--- src/rtl/imem_pkg.sv ---
// Shared types and helpers for the instruction-memory arbiter.
package imem_pkg;

  // Which requester owns the response slot.
  typedef enum logic {OWN_FETCH = 1'b0, OWN_LOADER = 1'b1} owner_e;

  // addi x0,x0,0 -- handed to fetch when its address is bad.
  localparam logic [31:0] NOP_INSTR = 32'h00000013;

  // Word-aligned and inside the memory.
  function automatic logic addr_ok(input logic [31:0] addr, input logic [31:0] depth);
    return (addr[1:0] == 2'b00) && ({2'b00, addr[31:2]} < depth);
  endfunction

endpackage

--- src/rtl/rr_arb2.sv ---
// Two-requester round-robin arbiter with an eligibility mask.
// Port 0 = fetch, port 1 = loader. Grant is one-hot (or zero) and is
// only ever given to a requesting, eligible port.
module rr_arb2 (
  input  logic       clk,
  input  logic       rst_n,
  input  logic [1:0] req,
  input  logic [1:0] eligible,
  output logic [1:0] gnt
);

  logic       last;  // 1 = port 1 won the most recent transfer
  logic [1:0] cand;

  // Pick the eligible requester; on a tie favour the one that did not win last.
  always_comb begin
    cand = req & eligible;
    gnt  = cand;
    if (&cand) gnt = last ? 2'b01 : 2'b10;
  end

  // Every grant is a transfer (ready only rises with valid), so track it directly.
  always_ff @(posedge clk or negedge rst_n) begin
    if (!rst_n)    last <= 1'b1;
    else if (|gnt) last <= gnt[1];
  end

endmodule

--- src/rtl/imem_arbiter.sv ---
// Shares one single-port, synchronous-read instruction memory between the
// core fetch path and the loader/debug port. Responses come back exactly
// one cycle after the grant; the response data is taken straight from the
// memory read port in that cycle.
module imem_arbiter #(
  parameter int          DEPTH     = 1024,
  parameter int          AW        = $clog2(DEPTH),
  parameter logic [31:0] NOP_INSTR = imem_pkg::NOP_INSTR
) (
  input  logic          clk,
  input  logic          rst_n,
  input  logic          fetch_req_valid,
  output logic          fetch_req_ready,
  input  logic [31:0]   fetch_addr,
  output logic          fetch_rsp_valid,
  output logic [31:0]   fetch_rsp_instr,
  output logic          fetch_rsp_err,
  input  logic          ld_lock,
  input  logic          ld_req_valid,
  output logic          ld_req_ready,
  input  logic          ld_req_we,
  input  logic [31:0]   ld_addr,
  input  logic [31:0]   ld_wdata,
  output logic          ld_rsp_valid,
  output logic [31:0]   ld_rsp_rdata,
  output logic          ld_rsp_err,
  output logic          mem_en,
  output logic          mem_we,
  output logic [AW-1:0] mem_addr,
  output logic [31:0]   mem_wdata,
  input  logic [31:0]   mem_rdata
);

  import imem_pkg::*;

  logic [1:0]  gnt;
  logic        sel_ld;
  logic [31:0] addr;
  logic        ok;

  // Response tag pipeline (one deep).
  logic        rsp_vld;
  owner_e      rsp_own;
  logic        rsp_err;
  logic        rsp_we;

  rr_arb2 u_arb (
    .clk      (clk),
    .rst_n    (rst_n),
    .req      ({ld_req_valid, fetch_req_valid}),
    .eligible ({1'b1, ~ld_lock}),
    .gnt      (gnt)
  );

  assign fetch_req_ready = gnt[0];
  assign ld_req_ready    = gnt[1];
  assign sel_ld          = gnt[1];
  assign addr            = sel_ld ? ld_addr : fetch_addr;
  assign ok              = addr_ok(addr, 32'(DEPTH));

  // Issue to memory only for a granted, in-range, aligned request.
  always_comb begin
    mem_en    = 1'b0;
    mem_we    = 1'b0;
    mem_addr  = '0;
    mem_wdata = '0;
    if ((|gnt) && ok) begin
      mem_en    = 1'b1;
      mem_we    = sel_ld & ld_req_we;
      mem_addr  = addr[AW+1:2];
      mem_wdata = ld_wdata;
    end
  end

  // Capture who owns next cycle's response and whether it errored.
  always_ff @(posedge clk or negedge rst_n) begin
    if (!rst_n) begin
      rsp_vld <= 1'b0;
      rsp_own <= OWN_FETCH;
      rsp_err <= 1'b0;
      rsp_we  <= 1'b0;
    end else begin
      rsp_vld <= |gnt;
      rsp_own <= sel_ld ? OWN_LOADER : OWN_FETCH;
      rsp_err <= (|gnt) & ~ok;
      rsp_we  <= sel_ld & ld_req_we;
    end
  end

  // Steer the response to its owner; data lines are zero when not valid.
  always_comb begin
    fetch_rsp_valid = rsp_vld && (rsp_own == OWN_FETCH);
    ld_rsp_valid    = rsp_vld && (rsp_own == OWN_LOADER);
    fetch_rsp_err   = fetch_rsp_valid & rsp_err;
    ld_rsp_err      = ld_rsp_valid & rsp_err;
    fetch_rsp_instr = '0;
    ld_rsp_rdata    = '0;
    if (fetch_rsp_valid) fetch_rsp_instr = rsp_err ? NOP_INSTR : mem_rdata;
    if (ld_rsp_valid && !rsp_err && !rsp_we) ld_rsp_rdata = mem_rdata;
  end

endmodule

--- config.mk ---
export PLATFORM = sky130hd
export DESIGN_NAME = imem_arbiter
export DESIGN_NICKNAME = d
export VERILOG_FILES = /design/src/rtl/imem_pkg.sv /design/src/rtl/rr_arb2.sv /design/src/rtl/imem_arbiter.sv
export SDC_FILE = /design/constraint.sdc
export NUM_CORES = 1
export LEC_CHECK = 0
export ABC_AREA = 1
export CORE_AREA = 2 2 97 99
export CTS_CLUSTER_DIAMETER = 150
export DETAILED_ROUTE_END_ITERATION = 12
export DIE_AREA = 0 0 99 101
export PLACE_DENSITY = 0.7
export SLEW_MARGIN = 30
export SYNTH_ARGS = -nofsm -noshare
export SYNTH_HDL_FRONTEND = slang
export SYNTH_SLANG_ARGS = --single-unit
--- constraint.sdc ---
create_clock -name clk -period 3.1 [get_ports clk]
set_input_delay 0.465 -clock clk [delete_from_list [all_inputs] [get_ports clk]]
set_output_delay 0.465 -clock clk [all_outputs]
set_load 0.01 [all_outputs]
==> results of run 1 <==
## final timing paths
| check | start | depth (start not counted) | endpoint | slack, ns |
|---|---|---|---|---|
| max in group asynchronous | rst_n | 1 | u_arb.last | 2.40 |
| setup reg to reg | u_arb.last | 6 | rsp_we | 1.86 |
| setup / recovery | ld_lock | 11 | mem_wdata[30] | 0.18 |
| min in group clk | u_arb.last | 2 | u_arb.last | 0.56 |
| hold reg to reg | u_arb.last | 2 | u_arb.last | 0.56 |
| hold / removal | rst_n | 1 | rsp_vld | 0.46 |
## registers in the layout (all words and copies together), names as in the netlist
signal / flops
rsp_err: 1
rsp_own: 1
rsp_vld: 1
rsp_we: 1
u_arb.last: 1
## worst reg2reg max path, cell delays in order (launching register included)
cell                      delay, ns
sky130_fd_sc_hd__dfstp_2       0.54
sky130_fd_sc_hd__nand3_2       0.10
sky130_fd_sc_hd__nand2_4       0.09
sky130_fd_sc_hd__inv_4         0.04
sky130_fd_sc_hd__buf_4         0.17
sky130_fd_sc_hd__nand2_1       0.10
sky130_fd_sc_hd__inv_1         0.07
## layout make-up
class	count	area [um2]	area share [%]
Clock buffer	4	45.04	1.043
Inverter	97	366.6	8.488
Multi-Input combinational cell	195	1085	25.12
Sequential cell	5	126.4	2.926
Tap cell	111	138.9	3.216
Timing Repair Buffer	255	2557	59.21
## metal layers
metal / share of wire, % / wire [um] / global-route usage [%] / up-vias
li1: - / - / - / 1321
met1: 34 / 2530 / 14.59 / 1087
met2: 52 / 3919 / 27.18 / 146
met3: 13 / 936 / 5.062 / 10
met4: 0.87 / 65 / 2.950 / 4
met5: 0.35 / 26 / 0 / -
## where the power goes
part           internal [mW]  switching, mW
clock                 0.0880         0.0293
combinational          0.231          0.141
sequential            0.0715        0.00290
total                  0.390          0.173
## kinds of logic (layout without fill, tap and decap cells)
logic type,Yosys count,count (layout),share of synthesized area (%)
flip-flops,5,5,7.465
AND/OR/NAND/NOR,190,190,62.60
buffers and inverters,109,356,28.46
AO/OA/AOI/OAI,5,5,1.478
## layout by cell type (no fill, tap or decap)
master and count:
sky130_fd_sc_hd__dfstp_2 1, sky130_fd_sc_hd__dfrtp_1 4, sky130_fd_sc_hd__nand3_1 3, sky130_fd_sc_hd__buf_4 6, sky130_fd_sc_hd__nor2_1 94, sky130_fd_sc_hd__inv_1 95, sky130_fd_sc_hd__inv_2 1, sky130_fd_sc_hd__nand2_2 1
sky130_fd_sc_hd__buf_12 2, sky130_fd_sc_hd__and2_1 1, sky130_fd_sc_hd__nand2_1 47, sky130_fd_sc_hd__o21ai_0 1, sky130_fd_sc_hd__nor2_4 40, sky130_fd_sc_hd__nand2_8 1, sky130_fd_sc_hd__nand3_2 1, sky130_fd_sc_hd__a21oi_1 4
sky130_fd_sc_hd__nand2_4 2, sky130_fd_sc_hd__clkdlybuf4s50_1 247, sky130_fd_sc_hd__clkbuf_8 3, sky130_fd_sc_hd__clkbuf_1 1, sky130_fd_sc_hd__inv_4 1
## per-stage QoR
stage	area [um2]	utilization (%)	hold WS [ns]
after CTS	4319	48.11	0.4608
after global placement	4274	47.61	0.5263
after global routing	4319	48.11	0.4742
final	4319	48.11	0.4599
after detailed placement	4274	47.61	0.5757
after floorplan	1693	-	0.1694
==> impl_summary.log, run 1 <==
[metrics] Req. time, crit path: 2.63 ns
[metrics] leftover overflow at the end of global routing: 0
[metrics] startpoint kind of the worst setup timing path: primary input
[metrics] Final Max Slew Viols: 0
[metrics] Overall Power: 0.5635 mW
[metrics] Critical path buffers and inverters: 4
[metrics] slew margin rel.: 78.33%
[metrics] via count of the first global-routing pass: 2506
[metrics] highest attainable clock frequency: 0.3427 GHz
[metrics] Yosys top cell area share: 26.61%
[metrics] part of the Yosys area used for sequential elements: 7.465%
[metrics] vias per cell: 3.850
[metrics] Setup WS pre-CTS: 0.1549 ns
[metrics] number of antenna-violating nets in the routed design: 0
[metrics] instance count after placement with tap cells included: 663
[metrics] worst IR drop on VDD: 0.09293 mV
[metrics] Remaining DRCs: 0
[metrics] pin count of the biggest net entering global routing: 33
[metrics] maximum buffer depth of the clock tree: 2
[metrics] library cell with the highest instance count after synthesis: sky130_fd_sc_hd__inv_1
[metrics] clock insertion delay at the later pin of the skew report: 0.22 ns
[metrics] # rows: 35
[metrics] count of yosys warnings during synthesis: 0
[metrics] post-synthesis cell area: 1693 um2
[metrics] number of antenna cells inserted: 0
[metrics] post-CTS setup-driven buffer insertion count: 0
[metrics] drt pass-1 iters: 3
[metrics] critical path fanouts, max: 18
[metrics] area of the die: 9999 um2
[metrics] wire length of the first global-routing pass: 11.63 mm
[metrics] Primary FF master, synth: sky130_fd_sc_hd__dfrtp_1
[metrics] number of endpoints failing setup at the final stage: 0
[metrics] number of standard cells after synthesis: 309
[metrics] antenna violations before repair: 2
[metrics] Power Density: 130.5 nW/um2
[metrics] Hold/Removal Path Class: primary input to asynchronous set/reset pin
[metrics] slowest cell delay on critical path: 0.55 ns
[metrics] detailed placer's ending HPWL: 6.872 mm
[metrics] setup repair after global routing missed its margin: no
[metrics] final worst path period share: 94.12%
[metrics] CTS sink count: 5
[metrics] root cell of the clock tree: sky130_fd_sc_hd__clkbuf_8
[metrics] count of placed standard cells in the final layout, fillers left out: 667
[metrics] Port Buffers: 247
[metrics] initial standard-cell utilization of the core: 18.86%
[metrics] mean routed wirelength per cell: 11.21 um
[metrics] minimum clock period after layout: 2.918 ns
[metrics] Vert. Die Dim: 101 um
[metrics] EDFF count, synth: 0
[metrics] skew final: 0.001615 ns
[metrics] x dimension of the die: 99 um
[metrics] placeable core area: 8977 um2
[metrics] CTS HTree Levels: 1
[metrics] Layout area overhead: 155.1%
[metrics] most used standard cells in the synthesized netlist: 95 x sky130_fd_sc_hd__inv_1, 94 x sky130_fd_sc_hd__nor2_1, 47 x sky130_fd_sc_hd__nand2_1
[metrics] hold violation total from the final report: 0
[metrics] crit path cell chain: clkdlybuf4s50_1 -> inv_1 -> nand3_2 -> nand2_4 -> nor2_1 -> nand3_1 -> nand2_4 -> nand2_8 -> buf_12 -> nor2_4 -> clkdlybuf4s50_1
[metrics] hold-fix buffers at CTS: 0
[metrics] number of library cell types mapped by synthesis: 19
[metrics] startpoint-to-endpoint class of the critical path: primary input to primary output
[metrics] result of the run: completed
[metrics] transition at the pin with the smallest max-transition slack: 0.3250 ns
[metrics] number of nets in the finished design: 691
[metrics] syn avg cell area: 5.479 um2
[metrics] Filler Cells Inserted: 903
[metrics] delay-heaviest family, CP: buffers and inverters
[metrics] max_cap viols: 0
[metrics] ratio of cells with drive above 1 in the final layout: 10.61%
[metrics] FF+latch count, synth: 5
[metrics] clock buffers created by TritonCTS: 3
[metrics] Routability Congestion: 0.7574
[metrics] critical path arrival: 2.45 ns
[metrics] endpoint kind of the worst setup timing path: primary output
[metrics] leakage power summed over all cells: 1.990 nW
[metrics] detailed router's first-iteration violation count: 31
[metrics] Synth area leaders: sky130_fd_sc_hd__nor2_4 27%, sky130_fd_sc_hd__inv_1 21%, sky130_fd_sc_hd__nor2_1 21%
[metrics] count of pins on the block boundary: 248
[metrics] Routed WL: 7.478 mm
[metrics] slack of the critical path: 0.1824 ns
[metrics] largest area contributor in the netlist: sky130_fd_sc_hd__nor2_4
[metrics] Crit-path slowest cell: sky130_fd_sc_hd__clkdlybuf4s50_1
[metrics] Total Negative Setup Slacks: 0 ns
[metrics] DR vias: 2568
[metrics] fraction of registers with async set or reset after synthesis: 100.0%
[metrics] total global-route track usage: 14.10%
[metrics] nets in the synthesized netlist: 443
[metrics] count of instances resized after the clock tree is built: 0
[metrics] TritonCTS clock tree: done
[metrics] Clock Pin Slew Worst Setup and Hold Paths: 0.03 ns
(Power assumes the default switching activity.)
==> inputs of run 2 (changes only) <==
--- a/config.mk
+++ b/config.mk
@@ -7,7 +7,6 @@
 export LEC_CHECK = 0
 export ABC_AREA = 1
 export CORE_AREA = 2 2 97 99
-export CTS_CLUSTER_DIAMETER = 150
 export DETAILED_ROUTE_END_ITERATION = 12
 export DIE_AREA = 0 0 99 101
 export PLACE_DENSITY = 0.7
==> results of run 2 <==
No change in the layout: final DEF, timing and power equal those of run 1.
